## src/rtl/ctrl_pkg.sv

```systemverilog
// Shared types and constants for the datapath control FSM.
package ctrl_pkg;

    typedef enum logic [1:0] {
        StIdle,
        StArm,
        StExec,
        StDone
    } state_e;

    localparam logic [1:0] OP_HOLD  = 2'd0;
    localparam logic [1:0] OP_ADD   = 2'd1;
    localparam logic [1:0] OP_SHIFT = 2'd2;
    localparam logic [1:0] OP_SW    = 2'd3;

endpackage

```

## src/rtl/tick_gen.sv

```systemverilog
// Free-running divider producing a one-cycle enable every 2^TICK_DIV clocks.
module tick_gen #(
    parameter int unsigned TICK_DIV = 26
) (
    input  logic clk,
    input  logic reset,
    output logic tick
);

    logic [TICK_DIV-1:0] cnt_q;

    always_ff @(posedge clk) begin
        if (reset) begin
            cnt_q <= '0;
        end else begin
            cnt_q <= cnt_q + TICK_DIV'(1);
        end
    end

    assign tick = &cnt_q;

endmodule

```

## src/rtl/datapath_ctrl.sv

```systemverilog
// Control FSM for the register/adder/shift datapath: debounced start, latched op,
// tick-paced execution of a programmed number of load cycles.
module datapath_ctrl
    import ctrl_pkg::*;
#(
    parameter int unsigned TICK_DIV = 26,
    parameter int unsigned REPEAT_W = 3
) (
    input  logic                clk,
    input  logic                reset,
    input  logic                start,
    input  logic [1:0]          op,
    input  logic                dir,
    input  logic [REPEAT_W-1:0] repeat_n,
    output logic [1:0]          sel,
    output logic                load,
    output logic                shift_r,
    output logic                tick,
    output logic                busy,
    output logic                done
);

    state_e              state_q, state_d;
    logic [1:0]          op_q, op_d;
    logic                dir_q, dir_d;
    logic [REPEAT_W-1:0] rem_q, rem_d;
    logic                sync1_q, sync2_q, sync3_q, start_pulse_q;
    logic [1:0]          sel_q, sel_d;
    logic                shift_r_q, shift_r_d;
    logic                busy_q, busy_d;
    logic                done_q, done_d;
    logic                run_d;

    tick_gen #(
        .TICK_DIV(TICK_DIV)
    ) u_tick_gen (
        .clk  (clk),
        .reset(reset),
        .tick (tick)
    );

    always_comb begin
        state_d = state_q;
        op_d    = op_q;
        dir_d   = dir_q;
        rem_d   = rem_q;
        unique case (state_q)
            StIdle: begin
                if (start_pulse_q) begin
                    op_d    = op;
                    dir_d   = dir;
                    rem_d   = (repeat_n == '0) ? REPEAT_W'(1) : repeat_n;
                    state_d = StArm;
                end
            end
            StArm: begin
                if (tick) begin
                    state_d = StExec;
                end
            end
            StExec: begin
                if (tick) begin
                    rem_d = rem_q - REPEAT_W'(1);
                    if (rem_q == REPEAT_W'(1)) begin
                        state_d = StDone;
                    end
                end
            end
            StDone: begin
                state_d = StIdle;
            end
            default: begin
                state_d = StIdle;
            end
        endcase

        // Outputs are registered from the next state so they line up with state_q.
        run_d     = (state_d == StArm) || (state_d == StExec);
        sel_d     = run_d ? op_d : OP_HOLD;
        shift_r_d = run_d & dir_d;
        busy_d    = (state_d != StIdle);
        done_d    = (state_d == StDone);
    end

    always_ff @(posedge clk) begin
        if (reset) begin
            state_q       <= StIdle;
            op_q          <= OP_HOLD;
            dir_q         <= 1'b0;
            rem_q         <= '0;
            sync1_q       <= 1'b0;
            sync2_q       <= 1'b0;
            sync3_q       <= 1'b0;
            start_pulse_q <= 1'b0;
            sel_q         <= OP_HOLD;
            shift_r_q     <= 1'b0;
            busy_q        <= 1'b0;
            done_q        <= 1'b0;
        end else begin
            state_q       <= state_d;
            op_q          <= op_d;
            dir_q         <= dir_d;
            rem_q         <= rem_d;
            sync1_q       <= start;
            sync2_q       <= sync1_q;
            sync3_q       <= sync2_q;
            start_pulse_q <= sync2_q & ~sync3_q;
            sel_q         <= sel_d;
            shift_r_q     <= shift_r_d;
            busy_q        <= busy_d;
            done_q        <= done_d;
        end
    end

    // Combinational so the datapath register captures on the tick edge itself.
    assign load    = (state_q == StExec) & tick;
    assign sel     = sel_q;
    assign shift_r = shift_r_q;
    assign busy    = busy_q;
    assign done    = done_q;

endmodule

```

## config.mk

```make
export PLATFORM = sky130hd
export DESIGN_NAME = datapath_ctrl
export DESIGN_NICKNAME = d
export VERILOG_FILES = /design/src/rtl/ctrl_pkg.sv /design/src/rtl/tick_gen.sv /design/src/rtl/datapath_ctrl.sv
export SDC_FILE = /design/constraint.sdc
export NUM_CORES = 1
export LEC_CHECK = 0
export BUFFER_PORTS_ARGS = -buffer_cell sky130_fd_sc_hd__buf_4
export CORE_ASPECT_RATIO = 0.5
export CORE_MARGIN = 2
export CORE_UTILIZATION = 60
export DETAILED_ROUTE_END_ITERATION = 8
export HOLD_SLACK_MARGIN = 0.15
export PLACE_DENSITY = 0.91
export RECOVER_POWER = 50
export SETUP_SLACK_MARGIN = 0.2
export SLEW_MARGIN = 25
export SYNTH_ARGS = -nofsm -noshare
export SYNTH_HDL_FRONTEND = slang
export SYNTH_SLANG_ARGS = --single-unit
```

## constraint.sdc

```tcl
create_clock -name clk -period 3.32 [get_ports clk]
set_clock_uncertainty 0.05 [all_clocks]
set_input_delay 0 -clock clk [delete_from_list [all_inputs] [get_ports clk]]
set_output_delay 0 -clock clk [all_outputs]
set_load 0.02 [all_outputs]
```

==> results by stage, run 1 <==
Critical path:
- The critical path's largest stage delay is 1.28 ns.
- The start-to-end type of the worst setup path is input pin to register.
- The cell with the largest stage delay on the worst path is clkbuf_1.
- The maximum net fanout on the critical path is 42.
- The worst setup path is captured at a register.
- Tracing the worst setup path back leads to its startpoint at reset.
- By instance count, the cell type seen most on the critical path is dlygate4sd3_1.
- The kind of start point of the critical path is an input pin.
- Setup slack on the worst reg-to-reg path comes out at 1.07 ns.
- The number of buffers and inverters on the critical path is 3.
- STA puts the critical path data required time at 3.46 ns.
- In this design, the largest share of critical-path delay is due to buffers and inverters.
- The data arrival time of the critical path is 2.69 ns.
- Walking the worst path, the cells encountered are dlygate4sd3_1, clkbuf_1, nor2_1, dlygate4sd3_1.
- In this run the critical register-to-register path is launched from state_q[1].

Floorplan:
- Once the floorplan was initialized, standard cells occupied 63.50% of the core.
- The die extent in x is 83.86 um.
- The die outline area is 3684 um2.
- The placeable core area is 3013 um2.
- The number of placed I/O pins is 16.
- The number of standard-cell rows in the floorplan is 14.
- The height of the die is 43.93 um.

Pwr:
- The relative contribution of sequential cells to total power is 54.4%.
- Power spread over the standard cell area amounts to 437.2 nW/um2.
- The switching share of power is 21.27%.
- The share of total power dissipated in the clock network is 40.7%.
- Internal power comes to 766.9 uW.
- The share of total power dissipated in combinational logic is 4.9%.
- VDD sags by at most 0.0003904 V.
- In this run the power spent charging and discharging nets is 207.2 uW.
- The analysis attributes to cell leakage a power of 0.7906 nW.

Global routing:
- Global routing used 28.17% of the available tracks across all layers.
- The first global-routing pass estimated 7845 um of wire.
- The overflow left after global routing is 0.
- The via count of the first global-routing pass is 1711.
- The initial antenna violation count is 0.
- Entering global routing, the biggest net connects 43 pins.

STA:
- Summed over all failing endpoints, the final setup total negative slack is 0 ns.
- In this run the tightest slew margin relative to its limit is -17.66%.
- The setup-violating endpoint count in the final report is 0.
- Based on the critical path, the design can be clocked at up to 392.3 MHz.
- Setup repair after global routing left no endpoint under its margin.
- Hold is met by 0.2462 ns.
- The max-slew violation count is 43.
- The final critical delay including setup and external delays is 2.549 ns.
- The share of the cycle needed by the critical path after routing is 76.78%.
- The pin slew with the least headroom to its limit is 1.765 ns.
- The number of endpoints with negative hold slack in the final report is 0.

Yosys:
- Yosys mapped a number of flops with a built-in enable equal to 0.
- The post-synthesis instance total is 209.
- The most common cell in the synthesized netlist is dfxtp_1.
- The number of nets handed over by synthesis was 222.
- After synthesis, the share of flip-flops with an asynchronous set or reset is 0%.
- The share of the Yosys chip area taken by registers is 45.00%.
- The portion of synthesized cell area occupied by the leading cell type is 45.00%.
- After synthesis the netlist holds a flip-flop and latch count of 43.
- After synthesis the cells add up to 1913 um2.
- The Yosys step of the flow raised 0 warnings.
- The number of library cell types mapped by synthesis is 38.
- The average instance in the mapped netlist occupies 9.154 um2.
- In the synthesized netlist, the cells that appear most often are 43 x dfxtp_1, 26 x nor2_1, 17 x a21oi_1.
- By area the synthesized netlist is led by dfxtp_1 45%, nor2_1 5.1%, a21oi_1 4.4%, o31ai_1 3.5%, or4_1 3.5%.
- The library cell occupying the most area in the post-synthesis netlist is dfxtp_1.
- The most used flip-flop cell after synthesis is dfxtp_1.

Clocking:
- The cell chosen for the clock root is clkbuf_8.
- TritonCTS built the clock tree.
- The maximum clock insertion buffer count is 2.
- Counting every sink on the clock net gives 43.
- The H-tree was split into 2 levels.
- The total clock buffers created by CTS is 5.
- After clock tree synthesis, the clock-pin slew on the worst setup and hold paths is 0.08 ns.
- Clock latency on the worst-skew pair, taken at its later pin, is 0.30 ns.

Routing:
- The per-cell routed wire length is 17.98 um.
- For this run, design rule violations remaining after detail routing come to 0.
- After detailed routing, the total wire length is 4927 um.
- The average via count per standard cell is 6.358.
- In this run the remaining antenna-violating nets after routing total 0.
- The first detailed-routing pass took 5 iterations.
- The iteration-0 DRC count of the detailed router is 187.
- Summing over every cut layer, the via total after detailed routing is 1742.

Cells and area:
- The count of nets after finishing is 247.
- The growth of design area from synthesis to finish is 16.48%.
- The post-route netlist has 11.11% of its cells at a drive strength greater than 1.
- The finished layout cell area is 2228 um2.
- Fill cells in the final layout number 175.
- Measured on the finished design, the core utilization comes to 73.96%.
- 0 antenna diodes ended up in the layout.

Placed design:
- Routability-driven placement finished with a final weighted congestion of 0.8501.
- The HPWL after detailed placement is 2557 um.
- After detailed placement, the total cell area comes to 2038 um2.
- The count of buffers from port buffering is 15.

Worst hold path:
- The worst min-delay path class is input pin to register.
- The hold path startpoint is repeat_n[0].

Flow run:
- The reported max-cap violation count is 1.

Status:
- The run finished, with violations left.
- The final reports fail on max-capacitance violations, max-slew violations.
-- area by class of cell --
class,count,area (um2),area share [%]
clock buffer,6,72.57,3.257
clock inverter,1,30.03,1.348
inverter,5,18.77,0.8422
multi-input combinational,153,996.0,44.69
sequential,43,860.8,38.63
tap,40,50.05,2.246
timing repair buffer,26,200.2,8.984
-- sequential cells by signal (all words and copies together) (netlist names), 2 cells and up --
| register | flops |
|---|---|
| u_tick_gen.cnt_q | 26 |
| rem_q | 3 |
| state_q | 2 |
| sel | 2 |
| op_q | 2 |
-- repair_timing --
item | 4_1_cts | 5_1_grt
gates resized for setup | 0 | 0
hold endpoints to repair | 40 | 0
hold buffers | 11 | 0
setup buffers | 0 | 0
-- through the flow --
stage	setup WS [ns]	power (mW)	cells
finish	0.7709	0.9742	274
global route	0.6575	0.9984	274
CTS	1.293	0.9677	274
detailed placement	1.349	0.5762	256
global placement	1.391	0.5742	256
floorplan	1.523	0.5617	209
-- logic make-up after synthesis --
logic type / Yosys count / share of synthesized area (%)
buffers and inverters: 13 / 2.943
AO/OA/AOI/OAI: 32 / 10.27
flip-flops: 43 / 45.00
multiplexers: 7 / 3.859
adder cells (fa/ha/maj): 4 / 2.616
AND/OR/NAND/NOR: 97 / 29.37
XOR/XNOR: 13 / 5.952
-- placed cells by master (no fill, tap or decap), types with 6 or more instances in the layout --
cell           instances
a21oi_1               17
buf_4                  9
clkbuf_1               7
dfxtp_1               43
dlygate4sd3_1         11
nand2_1               12
nand3_1                8
nand4_1                6
nor2_1                26
nor2b_1                7
o31ai_1                9
or4_1                  9
xnor2_1                6
xor2_1                 7
-- worst paths after layout --
path                        end  cells after the start
hold / removal         rem_q[0]                      4
hold reg to reg   start_pulse_q                      1
setup reg to reg        op_q[0]                      4
setup / recovery          dir_q                      4
-- tightest hold or removal path, delay by kind of cell --
family | cells | cell delay, ns
mux | 1 | 0.18
compound gates | 1 | 0.24
buf+inv | 1 | 0.08
simple gates | 1 | 0.05
-- per-layer routing --
metal	up-vias	GRT usage (%)	wire [um]
met1	796	30.32	1909
met2	122	50.88	2381
met5	-	0	0
met4	0	17.74	233
met3	33	8.000	402
li1	791	-	-
-- power by group through the flow --
stage	sequential, mW	combinational [mW]	clock [mW]
final	0.530	0.0478	0.397
after global placement	0.539	0.0348	0
after detailed placement	0.540	0.0363	0
after CTS	0.528	0.0451	0.394
after global routing	0.530	0.0509	0.417
after floorplan	0.540	0.0221	0
No activity file was read; power rests on OpenSTA's default activity.
==> run 2: changes to the inputs <==
CORE_UTILIZATION = 52   (was 60)
PLACE_DENSITY = 0.85   (was 0.91)
clock period = 2.2 ns   (was 3.32 ns; I/O delays follow)
==> run 2 against run 1 <==
  * The run now ends clean
  * Final cell count grew 4.4%
  * Global-route usage shrank 8.9 points
  * Sequential power grew 50%
  * Register-to-register slack lost 0.85 ns
==> results by stage, run 2 (same netlist as run 1, synthesis figures left out) <==
Status:
- The run finished with clean final reports.

Placed design:
- The setup slack after placement is 0.2406 ns.
- The area of placed instances is 2059 um2.
- In this run the tool buffered the top-level ports with 15 buffer cells.
- Routability-driven placement finished with a final weighted congestion of 0.8118.
- The half-perimeter wire length after detailed placement is 2582 um.

Critical path:
- The critical path goes through nand3_1, or3_4, or4_1, a21oi_1.
- For flop-to-flop paths, the worst setup slack is 0.22 ns.
- The slowest stage of the critical path is the or4_1 cell.
- The worst register-to-register path begins at u_tick_gen.cnt_q[2].
- Among cell families on the critical path, the largest total delay comes from simple AND/OR/NAND/NOR gates.
- The maximum net fanout on the critical path is 13.
- STA classifies the critical path startpoint as a register.
- Following the worst setup path forward leads to its endpoint at u_tick_gen.cnt_q[25].
- The critical path is of the register to register type.
- The end of the worst register-to-register path is u_tick_gen.cnt_q[25].
- Data arrives at the worst endpoint at 2.15 ns.
- The nature of the critical path endpoint is a register.
- The critical path's largest stage delay is 0.53 ns.
- The count of buffering cells on the critical path with inverters included is 0.
- The logic depth of the worst path, buffers included is 4.
- The source of the critical timing path is u_tick_gen.cnt_q[2].
- The critical path data required time is 2.36 ns.
- The worst reg-to-reg path cell count is 4.

Floorplan:
- In this run the standard cell core region covers 3472 um2.
- From left edge to right edge, the die measures 89.78 um.
- For this configuration, the core starts out at a cell density of 55.10%.
- The die outline area is 4210 um2.
- In this run the count of I/O pins placed on the die edge is 16.
- The die is 46.89 um tall.
- The number of standard-cell rows in the floorplan is 15.

Routing:
- The total detailed-routing wirelength is 4036 um.
- The average via count per standard cell is 5.706.
- In the final routed layout, each cell accounts on average for 14.11 um.
- In the routed design, unresolved DRC markers number 0.
- The number of detailed-routing iterations run before antenna repair is 7.
- The detail route stage leaves a number of antenna-violating nets equal to 0.
- The iteration-0 DRC count of the detailed router is 173.
- The detailed router placed 1632 vias in this run.

Global routing:
- The initial antenna violation count is 0.
- The combined global-route utilization of all metal layers is 19.28%.
- The overflow left after global routing is 0.
- The global-route wire length before repair is 6292 um.
- The via count of the first global-routing pass came to 1424.
- The largest net degree at the start of global routing is 43.

Worst hold path:
- The hold path startpoint is repeat_n[0].
- The worst hold path belongs to the class input pin to register.

Cells and area:
- The flip-flop count of the largest register after layout is 26.
- The final layout contains 249 nets.
- The most common cell after layout, fill and taps aside is dfxtp_1.
- The finished cells cover 2243 um2.
- The antenna cell count is 0.
- Compared with the post-synthesis result, the final layout area differs by 17.27%.
- The top cell types in the final layout, fill and taps aside, are 41 x dfxtp_1, 25 x nor2_1, 17 x a21oi_1, 12 x buf_4, 11 x nand2_1.
- Cells with a size suffix above 1 make up 14.89% of the layout.
- In the final layout, the registers with the most flip-flops are u_tick_gen.cnt_q x26, rem_q x3.
- The register with the most flip-flops in the final layout is u_tick_gen.cnt_q.

STA:
- The max-slew violation count is 0.
- The number of endpoints with negative hold slack in the final report is 0.
- The share of the cycle needed by the critical path after routing is 90.12%.
- The setup-violating endpoint count in the final report is 0.
- After layout, the worst setup slack is 0.2173 ns.
- The maximum frequency from static timing analysis is 504.4 MHz.
- Measured against its own limit, the worst slew margin works out to 44.95%.
- Setup repair after global routing could not meet its margin everywhere.
- The pin slew with the least headroom to its limit is 0.8258 ns.
- In the final timing run, aggregate negative setup slack is 0 ns.
- Final hold analysis gives a worst-case slack of 0.2163 ns.
- Subtracting the final worst setup slack from the clock period gives 1.983 ns.

Clocking:
- The H-tree depth reported by CTS is 2.
- No sink is reached through more buffers than the 2 on the longest clock path.
- The clock-pin slew on the worst setup and hold paths is 0.07 ns.
- The cell chosen for the clock root is clkbuf_8.
- TritonCTS created 5 clock buffers.
- The insertion delay to the later sink of the worst-skew pair is 0.29 ns.
- TritonCTS built the clock tree.
- The clock net in this run drives a total of 43 sinks.

Pwr:
- Summed over all cells, the static leakage comes to 0.7906 nW.
- For this design the ratio of total power to cell area is 586.4 nW/um2.
- The worst-case IR drop observed on VDD is 0.0004780 V.

Flow run:
- The reported max-cap violation count is 0.
[run 2: changes by cell type in the layout (fill, tap and decap cells not counted), moves of 2 or more]
cell,delta
buf_4,+3
and4_1,-2
dfxtp_1,-2
dfxtp_2,+2
[run 2: per-stage QoR]
step	power [mW]	utilization, %	instances
finish	1.316	64.61	286
global route	1.358	64.61	286
CTS	1.316	64.29	284
detailed placement	0.8702	59.32	268
global placement	0.8674	59.32	268
floorplan	0.8477	-	209
[run 2: worst reg2reg max path, delay by kind of cell, from the launching register on]
kind               cells  cell delay [ns]
AOI/OAI and AO/OA      1             0.16
DFF                    1             0.42
and+or+nand+nor        3             1.27
[run 2: per-layer routing]
layer / track usage (%) / share of wire, % / vias to the layer above
li1: - / - / 801
met1: 22.09 / 46 / 760
met2: 35.15 / 48 / 58
met3: 5.939 / 4.1 / 13
met4: 9.538 / 2.3 / 0
met5: 0 / 0 / -
[run 2: final cells by class]
cell class              instances  area, um2
multi-input cells             153       1011
well taps                      51      63.81
inverters                       5      18.77
clock buffers                   6      72.57
fillers                       269       1229
repair buffers                 28      214.0
flip-flops and latches         43      863.3
[run 2: timing repair]
item                                    CTS  global route
hold endpoints to repair                 41             0
endpoints found under the setup margin    0            13
setup buffers                             0             2
resized for setup                         0            11
hold buffers                             10             0
[run 2: where the power goes]
part / internal (mW) / switching (mW)
Sequential: 0.789 / 0.00763
Combinational: 0.0352 / 0.0320
Clock: 0.211 / 0.240
[run 2: worst min-delay path by stage]
stage | depth (start not counted) | to | slack [ns]
after floorplan | 1 | sync3_q | 0.03
after global placement | 2 | sync1_q | 0.16
after detailed placement | 2 | sync1_q | 0.17
after CTS | 4 | rem_q[0] | 0.17
after global routing | 4 | rem_q[0] | 0.24
final | 4 | rem_q[0] | 0.22
